<file path="src/rtl/bus_arb_pkg.sv">
// Shared types and helpers for the round-robin bus arbiter.
package bus_arb_pkg;

  typedef enum logic {
    IDLE = 1'b0,
    WAIT = 1'b1
  } bus_arb_state_e;

  function automatic int idx_w(input int n);
    return (n > 1) ? $clog2(n) : 1;
  endfunction

endpackage

</file>
<file path="src/rtl/rr_pick.sv">
// Combinational round-robin picker: first requester after the last winner, wrapping.
module rr_pick
  import bus_arb_pkg::*;
#(
  parameter int N    = 3,
  parameter int IdxW = idx_w(N)
) (
  input  logic [N-1:0]    req_i,
  input  logic [IdxW-1:0] last_i,
  output logic            valid_o,
  output logic [IdxW-1:0] idx_o
);

  logic [IdxW-1:0] cand;

  always_comb begin
    valid_o = 1'b0;
    idx_o   = '0;
    cand    = '0;
    for (int k = 1; k <= N; k++) begin
      cand = IdxW'((int'(last_i) + k) % N);
      if (!valid_o && req_i[cand]) begin
        valid_o = 1'b1;
        idx_o   = cand;
      end
    end
  end

endmodule

</file>
<file path="src/rtl/bus_arbiter_rr.sv">
// Round-robin single-outstanding interconnect: N hosts to M address-mapped devices,
// with decode-error and timeout responses generated locally.
module bus_arbiter_rr
  import bus_arb_pkg::*;
#(
  parameter int NrHosts       = 3,
  parameter int NrDevices     = 2,
  parameter int DataWidth     = 32,
  parameter int AddressWidth  = 32,
  parameter int TimeoutCycles = 255
) (
  input  logic                    clk_i,
  input  logic                    rst_ni,
  input  logic [NrHosts-1:0]      host_req_i,
  output logic [NrHosts-1:0]      host_gnt_o,
  input  logic [AddressWidth-1:0] host_addr_i  [NrHosts],
  input  logic [NrHosts-1:0]      host_we_i,
  input  logic [DataWidth/8-1:0]  host_be_i    [NrHosts],
  input  logic [DataWidth-1:0]    host_wdata_i [NrHosts],
  output logic [NrHosts-1:0]      host_rvalid_o,
  output logic [DataWidth-1:0]    host_rdata_o [NrHosts],
  output logic [NrHosts-1:0]      host_err_o,
  output logic [NrDevices-1:0]    device_req_o,
  output logic [AddressWidth-1:0] device_addr_o  [NrDevices],
  output logic [NrDevices-1:0]    device_we_o,
  output logic [DataWidth/8-1:0]  device_be_o    [NrDevices],
  output logic [DataWidth-1:0]    device_wdata_o [NrDevices],
  input  logic [NrDevices-1:0]    device_rvalid_i,
  input  logic [DataWidth-1:0]    device_rdata_i [NrDevices],
  input  logic [NrDevices-1:0]    device_err_i,
  input  logic [AddressWidth-1:0] cfg_device_addr_base [NrDevices],
  input  logic [AddressWidth-1:0] cfg_device_addr_mask [NrDevices]
);

  localparam int HostIdxW = idx_w(NrHosts);
  localparam int DevIdxW  = idx_w(NrDevices);
  localparam int CntW     = $clog2(TimeoutCycles);
  localparam logic [CntW-1:0] CntLast = CntW'(TimeoutCycles - 1);

  bus_arb_state_e      state_q, state_d;
  logic                ready_q, ready_d;
  logic [HostIdxW-1:0] rr_q, rr_d;
  logic [HostIdxW-1:0] host_q, host_d;
  logic [DevIdxW-1:0]  dev_q, dev_d;
  logic                derr_q, derr_d;
  logic [CntW-1:0]     cnt_q, cnt_d;

  logic                pick_valid;
  logic [HostIdxW-1:0] pick_idx;
  logic [AddressWidth-1:0] win_addr;
  logic                dec_hit;
  logic [DevIdxW-1:0]  dec_idx;
  logic                resp_done;
  logic                grant_en;

  rr_pick #(
    .N    (NrHosts),
    .IdxW (HostIdxW)
  ) u_rr_pick (
    .req_i   (host_req_i),
    .last_i  (rr_q),
    .valid_o (pick_valid),
    .idx_o   (pick_idx)
  );

  // Scan downward so the lowest matching device index wins on overlap.
  always_comb begin
    win_addr = host_addr_i[pick_idx];
    dec_hit  = 1'b0;
    dec_idx  = '0;
    for (int d = NrDevices - 1; d >= 0; d--) begin
      if ((win_addr & cfg_device_addr_mask[DevIdxW'(d)]) == cfg_device_addr_base[DevIdxW'(d)]) begin
        dec_hit = 1'b1;
        dec_idx = DevIdxW'(d);
      end
    end
  end

  always_comb begin
    host_gnt_o     = '0;
    host_rvalid_o  = '0;
    host_err_o     = '0;
    host_rdata_o   = '{default: '0};
    device_req_o   = '0;
    device_we_o    = '0;
    device_addr_o  = '{default: '0};
    device_be_o    = '{default: '0};
    device_wdata_o = '{default: '0};
    state_d   = state_q;
    ready_d   = 1'b1;
    rr_d      = rr_q;
    host_d    = host_q;
    dev_d     = dev_q;
    derr_d    = derr_q;
    cnt_d     = cnt_q;
    resp_done = 1'b0;

    if (state_q == WAIT) begin
      if (derr_q) begin
        host_rvalid_o[host_q] = 1'b1;
        host_err_o[host_q]    = 1'b1;
        resp_done             = 1'b1;
      end else if (device_rvalid_i[dev_q]) begin
        host_rvalid_o[host_q] = 1'b1;
        host_err_o[host_q]    = device_err_i[dev_q];
        host_rdata_o[host_q]  = device_rdata_i[dev_q];
        resp_done             = 1'b1;
      end else if (cnt_q == CntLast) begin
        host_rvalid_o[host_q] = 1'b1;
        host_err_o[host_q]    = 1'b1;
        resp_done             = 1'b1;
      end else begin
        cnt_d = cnt_q + 1'b1;
      end
    end

    if (resp_done) state_d = IDLE;

    // A completing response frees the bus for a same-cycle grant.
    grant_en = ready_q && ((state_q == IDLE) || resp_done);
    if (grant_en && pick_valid) begin
      host_gnt_o[pick_idx] = 1'b1;
      rr_d    = pick_idx;
      host_d  = pick_idx;
      cnt_d   = '0;
      state_d = WAIT;
      if (dec_hit) begin
        device_req_o[dec_idx]   = 1'b1;
        device_addr_o[dec_idx]  = win_addr;
        device_we_o[dec_idx]    = host_we_i[pick_idx];
        device_be_o[dec_idx]    = host_be_i[pick_idx];
        device_wdata_o[dec_idx] = host_wdata_i[pick_idx];
        dev_d  = dec_idx;
        derr_d = 1'b0;
      end else begin
        derr_d = 1'b1;
      end
    end
  end

  always_ff @(posedge clk_i or negedge rst_ni) begin
    if (!rst_ni) begin
      state_q <= IDLE;
      ready_q <= 1'b0;
      rr_q    <= HostIdxW'(NrHosts - 1);
      host_q  <= '0;
      dev_q   <= '0;
      derr_q  <= 1'b0;
      cnt_q   <= '0;
    end else begin
      state_q <= state_d;
      ready_q <= ready_d;
      rr_q    <= rr_d;
      host_q  <= host_d;
      dev_q   <= dev_d;
      derr_q  <= derr_d;
      cnt_q   <= cnt_d;
    end
  end

endmodule

</file>
<file path="config.mk">
export PLATFORM = sky130hd
export DESIGN_NAME = bus_arbiter_rr
export DESIGN_NICKNAME = d
export VERILOG_FILES = /design/src/rtl/bus_arb_pkg.sv /design/src/rtl/rr_pick.sv /design/src/rtl/bus_arbiter_rr.sv
export SDC_FILE = /design/constraint.sdc
export NUM_CORES = 1
export LEC_CHECK = 0
export CORE_AREA = 3 3 256 258
export DETAILED_ROUTE_END_ITERATION = 8
export DIE_AREA = 0 0 259 261
export DONT_BUFFER_PORTS = 1
export PLACE_DENSITY = 0.3
export SETUP_SLACK_MARGIN = 0.05
export SYNTH_ARGS = -nofsm -noshare
export SYNTH_HDL_FRONTEND = slang
export SYNTH_HIERARCHICAL = 1
export SYNTH_SLANG_ARGS = --single-unit
</file>
<file path="constraint.sdc">
create_clock -name clk_i -period 5.1 [get_ports clk_i]
set_input_delay 0.51 -clock clk_i [delete_from_list [all_inputs] [get_ports clk_i]]
set_output_delay 0.51 -clock clk_i [all_outputs]
set_load 0.01 [all_outputs]
</file>
# Yosys cells after proc, flatten, opt, wreduce, memory -nomap -nowiden

Cells that the tools add are included.
Widths: inputs -> output; s select.

Memories kept: 0
Output and inout bits: 245
Bits in registers: 16
Memory bits (writable): 0
Latch bits: 0
Input port bits: 408
ROM bits: 0
Word-level logic and storage cells: 140

Magnitude comparators: 16
Divide/modulo/power cells: 3
Multiplexer cells: 77
Bitwise operators: 12
Eq/ne operators: 5
Shift operators: 0
Reductions and logical operators: 16
Multiply operators: 0
$add $sub $neg: 4

Operators with widths:

| cell                  | number |
|---|---|
| $mux 32               | 9 |
| $mux 96               | 3 |
| $mux 64               | 4 |
| $and 64x64->64        | 2 |
| $bmux 32 s2           | 2 |
| $and 96x96->96        | 1 |
| $mod 32x3->32 const B | 3 |
| $demux 32 s2          | 1 |
| $mux 8                | 7 |
| $and 32x32->32        | 1 |
| $demux 32 s1          | 1 |
| $eq 32x32->1          | 1 |
| $mux 3                | 8 |
| $mux 1                | 23 |
| $lt 2x3->1 const B    | 5 |
| $mux 2                | 7 |
| $mux 4                | 3 |
| $logic_and 1x1->1     | 9 |
| $add 8x1->8 const B   | 1 |
| $and 8x8->8           | 1 |
| $bmux 1 s2            | 4 |
| $bmux 4 s2            | 1 |
| $eq 8x8->1 const B    | 1 |
| $add 2x2->3 const B   | 2 |
| other kinds (22)      | 33 |

# Depth between registers and ports, before layout

Gate-level depths: netlist (run 1).

Depth after elaboration: 26
Gate-level depth with buffers: 11
Depth with buffers taken out: 9

# By module

Netlist (run 1), hierarchy kept.

Modules (own cells, without submodules):

| module         | seq. area each (um^2) | area an instance (um^2) | cells an instance | times used |
|---|---|---|---|---|
| bus_arbiter_rr | 326.6                 | 3831.2                  | 567               | 1 |
| rr_pick        | 0.0                   | 131.4                   | 20                | 1 |

# Worst setup path before layout (run 1)

Ideal clock, no wire load.

Path type: flip-flop to output port
Start point: register rr_q[0]
End point: output port device_wdata_o[37] (netlist name)
Arrival time: 2089 ps
Stages on the path, launching flop included: 12
Path buffers: 2
Path slack: 2501 ps
Cells stage by stage: dfrtp_1 inv_1 ha_1 a21oi_1 o21ai_0 a21oi_1 buf_2 buf_2 mux2i_1 nor2_1 a21oi_1 nor2_2

RTL lines:

| item                     | RTL line              | RTL |
|---|---|---|
| start: declaration       | bus_arbiter_rr.sv:42  | `logic [HostIdxW-1:0] rr_q, rr_d;` |
| start signal: assignment | bus_arbiter_rr.sv:145 | `rr_q <= HostIdxW'(NrHosts - 1);` |
| start signal: assignment | bus_arbiter_rr.sv:153 | `rr_q <= rr_d;` |
| end: declaration         | bus_arbiter_rr.sv:27  | `output logic [DataWidth-1:0] device_wdata_o [NrDevices],` |

==> impl_metrics.json, run 1 <==
{
  "worst-path-max-fanout": 15,
  "slew_violations": 0,
  "overflow": 0,
  "drtAntennaViolNets": 0,
  "grt_max_degree": 50,
  "utilization_pct": 7.57,
  "cp_cell_sequence": "inv_1 -> ha_1 -> a21oi_1 -> o21ai_0 -> a21oi_4 -> buf_4 -> buf_4 -> mux2i_1 -> nor2_1 -> a21oi_1 -> nor2_2",
  "setup_tns_ns": 0,
  "core_area_um2": 63200,
  "min_period_over_period_pct": 73.7,
  "rsz0062_at_grt": "false",
  "hold_viol_final": 0,
  "yosysSeqAreaShare_pct": 8.24,
  "fin_ws_ns": 1.34,
  "wl_per_cell_um": 15.4,
  "track_usage_pct": 5.59,
  "pre_cts_slack_ns": 1.48,
  "routabilityCongestion": 0.696,
  "yosysWarnings": 6,
  "startpoint_type": "register",
  "io_pins": 653,
  "die_w_um": 259,
  "setup_viol": 0,
  "critical_path_class": "register to primary output",
  "grt_use_met1_pct": 7.03,
  "p_per_area_nw_per_um2": 409,
  "p_leak_uw": 0.00172,
  "htree_levels": 1,
  "cp.depth": 11,
  "status": "finished, final reports clean",
  "cp_slowest_cell": "dfrtp_1",
  "gr-usage-met2_pct": 9.90,
  "peakVddDrop_v": 0.000229,
  "postRouteWirelength_mm": 21.8,
  "synth_seq_cells": 13,
  "fin_skew_ns": 0.00423,
  "first_global_vias": 3612,
  "syn_area_per_cell_um2": 6.75,
  "r2r-start": "rr_q[0]",
  "drive_above_1_share_pct": 15.9,
  "crit_arrival_ns": 3.25,
  "dr.pass1.iters": 4,
  "cts.reportedPaths.clkPinSlew_ns": 0.05,
  "die_area_um2": 67600,
  "clockBufferDepth": 2,
  "grt_pass1_wl_mm": 26.9,
  "clock_latency_ns": 0.24,
  "crit_path_end_kind": "primary output",
  "synth_edf_count": 0,
  "whs_ns": 0.111,
  "synth_area_um2": 3960,
  "io_buffer_count": 0,
  "clock_sinks": 13,
  "cpLargestDelayFamily": "compound AO/OA/AOI/OAI gates",
  "area_growth_pct": 20.7,
  "nets": 973,
  "initial_core_util_pct": 6.27,
  "drt-initial-drc-count": 204,
  "antenna_found_initial": 15,
  "num_rows": 92,
  "tritoncts": "built",
  "async_flop_share_pct": 100,
  "synth_cells": 587,
  "worst_slew_pin_slew_ns": 1.01,
  "num_vias": 3892,
  "crit_start": "rr_q[0]",
  "reg2reg_depth": 7,
  "path_buf_inv": 3,
  "root_buffer": "clkbuf_16",
  "hpwl_mm": 19.2,
  "period_needed_ns": 3.76,
  "crit_required_ns": 4.59,
  "grt_util_met3_pct": 1.21,
  "hold_path.class": "input port to asynchronous set/reset pin",
  "grt.busiest_layer": "met2",
  "maxCapViolCount": 0,
  "drc": 0,
  "ys_types": 43,
  "relSlewSlack_pct": 31.9,
  "die_h_um": 261,
  "synth_flop_cell": "dfrtp_1",
  "routed_via_density": 2.75,
  "fmax_mhz": 266,
  "cp_slowest_stage_delay_ns": 0.49,
  "ctsResizeCount": 0,
  "cts_made_buffers": 3
}
-- worst paths after layout --
| kind | end | slack [ns] |
|---|---|---|
| hold / removal | rr_q[1] | 0.11 |
| hold reg to reg | cnt_q[7] | 0.56 |
| setup / recovery | device_wdata_o[61] | 1.34 |
| max in group asynchronous | state_q | 3.98 |
| min in group clk_i | cnt_q[7] | 0.56 |
| setup reg to reg | cnt_q[4] | 2.42 |
-- per-stage QoR --
stage | std cells | power (uW) | area (um^2)
2_1_floorplan | 656 | 1520 | 4220
3_3_place_gp | 1401 | 1830 | 4660
3_5_place_dp | 1401 | 1850 | 4660
4_1_cts | 1406 | 2010 | 4750
5_1_grt | 1411 | 2150 | 4770
6_report | 1417 | 1960 | 4780
-- per-layer routing --
layer	vias to the layer above	wire length (um)
li1	1750	-
met1	1811	8980
met2	309	10700
met3	16	1750
met4	6	254
met5	-	40
-- cell usage after synthesis (all sizes together) (4+ instances only) --
library cell,n,area share (%)
nor2,147,18
inv,8,0.76
nand3,10,1.4
and2,96,15
clkbuf,17,1.6
o21ai,8,1.1
mux2i,69,17
dfrtp,12,7.6
nor3,6,0.88
buf,96,18
a21oi,74,9.3
ha,4,1.3
nand2,5,0.47
-- sequential cells by signal, indices dropped and copies added (netlist names) --
name,flops
state_q,1
rr_q,2
host_q,1
cnt_q,8
ready_q,1
-- power breakdown --
group | total, uW | switching [uW] | internal, uW | leakage (uW)
logic | 1640 | 1100 | 535 | 0.00151
registers | 166 | 36.1 | 130 | 0.000169
clock network | 151 | 45.6 | 106 | 0.0000382
total | 1960 | 1190 | 770 | 0.00172
-- what timing repair did --
action,4_1_cts,5_1_grt
hold buffers,1,0
endpoints found under the hold margin,12,0
buffers inserted,0,0
-- placed cells by master, fill, tap and decap left out, drive strengths merged, types with 2 or more instances in the layout --
cell type | synthesis | layout
nor2 | 147 | 147
and2 | 96 | 96
a21oi | 74 | 74
conb | 2 | 71
mux2i | 69 | 69
dfrtp | 12 | 12
buf | 96 | 12
diode | 0 | 11
nand3 | 10 | 10
inv | 8 | 8
o21ai | 8 | 8
nor3 | 6 | 6
nand2 | 5 | 5
ha | 4 | 4
clkbuf | 17 | 4
nand2b | 3 | 3
mux2 | 3 | 3
and3 | 3 | 3
a211o | 3 | 3
nor2b | 3 | 3
nor3b | 2 | 2
or3 | 2 | 2
-- final cells by class --
| cell class | count | area [um^2] |
|---|---|---|
| Antenna cell | 11 | 27.5 |
| Clock buffer | 4 | 78.8 |
| Fill cell | 7438 | 58400 |
| Inverter | 8 | 30.0 |
| Multi-Input combinational cell | 522 | 3150 |
| Sequential cell | 13 | 327 |
| Tap cell | 846 | 1060 |
| Timing Repair Buffer | 13 | 113 |
-- cell families after synthesis --
| logic type | count (synthesis) | share of synthesized area (%) |
|---|---|---|
| multiplexers | 72 | 18.3 |
| AO/OA/AOI/OAI | 93 | 12.9 |
| flip-flops | 13 | 8.24 |
| buffers and inverters | 121 | 20.1 |
| XOR/XNOR | 1 | 0.221 |
| other | 2 | 0.190 |
| AND/OR/NAND/NOR | 280 | 38.6 |
| adder cells (fa/ha/maj) | 5 | 1.55 |
-- worst reg2reg max path, delay by kind of cell, from the launching register on --
kind / cells / cell delay [ns]
flops: 1 / 0.49
buf+inv: 2 / 0.45
compound gates: 1 / 0.35
fa+ha+maj: 2 / 0.72
simple gates: 2 / 0.57
(Power assumes the default switching activity.)
==> inputs of run 2 (changes only) <==
==> constraint.sdc (replaced) <==
create_clock -name clk_i -period 3.8 [get_ports clk_i]
set_input_delay 0.38 -clock clk_i [delete_from_list [all_inputs] [get_ports clk_i]]
set_output_delay 0.38 -clock clk_i [all_outputs]
set_load 0.01 [all_outputs]
==> run 2 against run 1 <==
Net effect:
- combinational power is 37% higher
- sequential power is 35% higher
- setup slack worse by 0.88 ns
- non-clock buffer count is 2 higher
- critical path depth is 4 lower
- register-to-register slack worse by 0.96 ns
- final cell count is 0.35% lower
- largest cell class unchanged
- highest routed layer unchanged
==> impl_metrics.json, run 2 (same netlist as run 1, synthesis figures left out) <==
{
  "dr.pass1.iters": 4,
  "cts.reportedPaths.clkPinSlew_ns": 0.05,
  "hold_viol_final": 0,
  "fin_skew_ns": 0.00423,
  "die_w_um": 259,
  "post_cts_buffers": 0,
  "clock_sinks": 13,
  "hpwl_mm": 19.0,
  "initial_core_util_pct": 6.27,
  "nets": 975,
  "fin_ws_ns": 0.466,
  "largest_registers": "cnt_q (8), rr_q (2)",
  "drtAntennaViolNets": 0,
  "wl_per_cell_um": 15.3,
  "postRouteWirelength_mm": 21.6,
  "htree_levels": 1,
  "die_h_um": 261,
  "tritoncts": "built",
  "fmax_mhz": 300,
  "drive_above_1_share_pct": 16.2,
  "die_area_um2": 67600,
  "p_per_area_nw_per_um2": 554,
  "grt_max_degree": 67,
  "root_buffer": "clkbuf_16",
  "met1Wirelength_mm": 8.32,
  "drt-initial-drc-count": 179,
  "pre_cts_slack_ns": 0.691,
  "grt_pass1_wl_mm": 26.7,
  "routed_via_density": 2.74,
  "p_leak_uw": 0.00174,
  "period_needed_ns": 3.33,
  "worst_slew_pin_slew_ns": 0.863,
  "num_vias": 3871,
  "clockBufferDepth": 2,
  "relSlewSlack_pct": 42.0,
  "peakVddDrop_v": 0.000483,
  "hold_path.class": "register to register",
  "startpoint_type": "register",
  "crit_required_ns": 3.42,
  "dr_wl_met3_mm": 2.26,
  "first_global_vias": 3605,
  "core_area_um2": 63200,
  "wl_met2_mm": 10.8,
  "maxCapViolCount": 0,
  "top_register": "cnt_q",
  "setup_viol": 0,
  "slew_violations": 0,
  "track_usage_pct": 5.54,
  "top_layer_used": "met5",
  "clock_latency_ns": 0.24,
  "io_pins": 653,
  "rsz0062_at_grt": "false",
  "critical_path_class": "register to primary output",
  "setup_tns_ns": 0,
  "num_rows": 92,
  "status": "finished, final reports clean",
  "layout_common_cells": "and2_1, nor2_1, a21oi_1, conb_1, mux2i_1",
  "layout_commonest_cell": "and2_1",
  "area_growth_pct": 21.5,
  "io_buffer_count": 0,
  "crit_path_end_kind": "primary output",
  "antenna_found_initial": 11,
  "min_period_over_period_pct": 87.7,
  "crit_arrival_ns": 2.95,
  "drc": 0,
  "ctsResizeCount": 0,
  "cts_made_buffers": 3,
  "overflow": 0,
  "routabilityCongestion": 0.706,
  "worst-path-max-fanout": 66,
  "largest_reg_flops": 8
}
==> run 2: cell types whose count changed in the layout (fill, tap and decap cells not counted) <==
cell / delta
buf_4: -1
diode_2: -7
buf_12: +3
==> run 2: metrics by stage <==
step           power [uW]  instance area, um^2  std cells  hold slack [ns]  util, %
6_report             2670                 4820       1412            0.538     7.62
5_1_grt              2910                 4810       1410            0.575     7.61
4_1_cts              2730                 4810       1408            0.543     7.60
3_5_place_dp         2510                 4720       1403           0.0850     7.46
3_3_place_gp         2490                 4720       1403           0.0850     7.46
2_1_floorplan        2030                 4220        656           0.0844        -
==> run 2: final cells by class <==
type / count / area (um^2)
flip-flops and latches: 13 / 327
inverters: 8 / 30.0
well taps: 846 / 1060
diodes: 4 / 10.0
clock buffers: 4 / 78.8
fillers: 7431 / 58400
multi-input cells: 522 / 3150
repair buffers: 15 / 165
==> run 2: timing repair <==
action,in CTS,in global routing
endpoints found under the hold margin,13,0
endpoints found under the setup margin,0,0
hold buffers,1,0
==> run 2: critical path, stage by stage (launching register included) <==
cell and delay [ns]:
dfrtp_1 0.49, inv_1 0.08, ha_1 0.39, maj3_2 0.33, a21oi_1 0.34, nand3_4 0.25, buf_12 0.26, nor2_2 0.39
==> run 2: power breakdown <==
part / internal [uW] / switching, uW
Sequential: 175 / 49.8
Combinational: 758 / 1480
Clock: 142 / 60.8
==> run 2: per-layer routing <==
layer / GRT usage, % / vias up
met5: 0 / -
met4: 0.861 / 8
met3: 1.64 / 19
met2: 9.91 / 329
met1: 6.64 / 1777
li1: - / 1738
==> run 2: path summary, 6_finish.rpt <==
| check | to | cells past startpoint | slack (ns) | startpoint |
|---|---|---|---|---|
| setup / recovery | device_wdata_o[38] | 7 | 0.47 | rr_q[0] |
| hold / removal | cnt_q[7] | 1 | 0.54 | cnt_q[7] |
| setup reg to reg | cnt_q[3] | 6 | 1.46 | rr_q[0] |
| hold reg to reg | cnt_q[7] | 1 | 0.54 | cnt_q[7] |
| max in group asynchronous | host_q[1] | 1 | 2.80 | rst_ni |
| min in group asynchronous | cnt_q[5] | 1 | 0.60 | rst_ni |
==> inputs of run 3 (changes only) <==
==> constraint.sdc (replaced) <==
create_clock -name clk_i -period 3.7 [get_ports clk_i]
set_input_delay 0.37 -clock clk_i [delete_from_list [all_inputs] [get_ports clk_i]]
set_output_delay 0.37 -clock clk_i [all_outputs]
set_load 0.01 [all_outputs]
==> run 3 against run 2 <==
Net effect:
- flip-flop and latch count is the same
- non-clock buffer count up 5
- critical path depth grew 3
- sequential share of layout area is essentially flat
- count of clock-buffer cells in the layout did not move
- final cell count up 0.64%
- global-route usage rose by 0.070 points
- sequential power hardly changed
- power up 3.1%
- core utilization increased by 0.055 points
- first-iteration DRC count shrank 21%
- critical endpoint is now device_addr_o[36]
==> impl_metrics.json, run 3 (same netlist as run 1, synthesis figures left out) <==
{
  "die_h_um": 261,
  "io_buffer_count": 0,
  "overflow": 0,
  "startpoint_type": "register",
  "combinationalPowerShare_pct": 84.4,
  "top_register": "cnt_q",
  "relSlewSlack_pct": 39.3,
  "cp_slowest_cell": "dfstp_2",
  "hold_viol_final": 0,
  "grt_pass1_wl_mm": 27.0,
  "num_rows": 92,
  "clockBufferDepth": 2,
  "grt_max_degree": 74,
  "drt-initial-drc-count": 142,
  "post_cts_buffers": 0,
  "nets": 980,
  "crit_arrival_ns": 2.92,
  "setup_viol": 0,
  "drc": 0,
  "seq_power_share_pct": 8.1,
  "routabilityCongestion": 0.707,
  "fmax_mhz": 304,
  "clock_sinks": 13,
  "drive_above_1_share_pct": 16.9,
  "largest_reg_flops": 8,
  "track_usage_pct": 5.61,
  "p_total_uw": 2750,
  "hpwl_mm": 18.9,
  "tritoncts": "built",
  "rsz0062_at_grt": "false",
  "p_per_area_nw_per_um2": 567,
  "root_buffer": "clkbuf_16",
  "maxCapViolCount": 0,
  "period_needed_ns": 3.29,
  "dr.pass1.iters": 4,
  "first_global_vias": 3667,
  "fin_skew_ns": 0.00142,
  "hold_path.class": "input port to register",
  "area_growth_pct": 22.4,
  "io_pins": 653,
  "htree_levels": 1,
  "initial_core_util_pct": 6.27,
  "setup_tns_ns": 0,
  "peakVddDrop_v": 0.000265,
  "worst-path-max-fanout": 38,
  "core_area_um2": 63200,
  "cp_cell_sequence": "ha_1 -> nor2b_1 -> o21ai_0 -> a21oi_4 -> buf_12 -> buf_4 -> mux2i_1 -> nor2_1 -> a21oi_1 -> nor2_2",
  "layout_commonest_cell": "and2_1",
  "cts.reportedPaths.clkPinSlew_ns": 0.05,
  "critical_path_class": "register to primary output",
  "finalInstanceArea_um2": 4850,
  "intPower_uw": 1110,
  "power.switching_uw": 1640,
  "slew_violations": 0,
  "p_leak_uw": 0.00176,
  "drtAntennaViolNets": 0,
  "routed_via_density": 2.71,
  "layout_common_cells": "and2_1, nor2_1, a21oi_1, conb_1, mux2i_1",
  "clock_latency_ns": 0.24,
  "status": "finished, final reports clean",
  "min_period_over_period_pct": 88.9,
  "switching_share_pct": 59.6,
  "crit_path_end_kind": "primary output",
  "clockPowerShare_pct": 7.5,
  "die_w_um": 259,
  "fill_cells": 7438,
  "postRouteWirelength_mm": 21.6,
  "largest_registers": "cnt_q (8), rr_q (2)",
  "worst_slew_pin_slew_ns": 0.904,
  "cts_made_buffers": 3,
  "die_area_um2": 67600,
  "antenna_found_initial": 12,
  "wl_per_cell_um": 15.2,
  "dpl-instance-area_um2": 4740,
  "num_vias": 3844,
  "crit_required_ns": 3.33,
  "cp_slowest_stage_delay_ns": 0.54
}
-- run 3: final cells by class --
| cell class | count | area (um^2) | share of cell area (%) |
|---|---|---|---|
| Antenna cell | 8 | 20.0 | 0.413 |
| Sequential cell | 13 | 327 | 6.73 |
| Tap cell | 846 | 1060 | 21.8 |
| Clock buffer | 4 | 78.8 | 1.62 |
| Inverter | 8 | 30.0 | 0.619 |
| Multi-Input combinational cell | 522 | 3150 | 64.9 |
| Timing Repair Buffer | 20 | 190 | 3.92 |
-- run 3: routing by layer --
layer	global-route usage, %	share of wire (%)
met5	0	0.19
met3	1.67	9.7
met4	1.08	1.1
met1	6.89	40
met2	9.72	49
-- run 3: critical path: cells and delay by family (launching register included) --
family	cells	cell delay [ns]
muxes	1	0.22
DFF	1	0.54
and+or+nand+nor	3	0.37
AOI/OAI and AO/OA	3	0.66
buffers and inverters	2	0.59
adders and majority gates	1	0.24
-- run 3: through the flow --
step / hold slack (ns) / utilization (%) / cells / worst slack, ns
after detailed placement: 0.0750 / 7.50 / 1408 / 0.625
final: 0.526 / 7.68 / 1421 / 0.411
after CTS: 0.540 / 7.64 / 1413 / 0.366
after global placement: 0.0750 / 7.50 / 1408 / 0.673
after global routing: 0.582 / 7.66 / 1417 / 0.110
after floorplan: 0.0744 / - / 656 / 1.24
-- run 3: final timing paths --
kind	startpoint	endpoint	slack [ns]	cells after the start
worst max-delay path	rr_q[1]	device_addr_o[36]	0.41	10
worst min-delay path	device_rvalid_i[0]	cnt_q[0]	0.53	3
worst max register to register	rr_q[1]	cnt_q[4]	1.37	8
worst min register to register	cnt_q[7]	cnt_q[7]	0.54	1
max in group asynchronous	rst_ni	cnt_q[3]	2.71	1
min in group asynchronous	rst_ni	cnt_q[5]	0.59	1
-- run 3: power by group through the flow --
stage / sequential, uW / combinational [uW] / clock, uW
after floorplan: 216 / 1870 / 0
after global placement: 224 / 2360 / 0
after detailed placement: 224 / 2390 / 0
after CTS: 222 / 2400 / 213
after global routing: 230 / 2570 / 218
final: 222 / 2320 / 206
-- run 3: timing repair --
| item | CTS | global route |
|---|---|---|
| hold endpoints to repair | 13 | 0 |
| setup endpoints to repair | 0 | 0 |
| hold buffers | 1 | 0 |
| resized for setup | 0 | 0 |
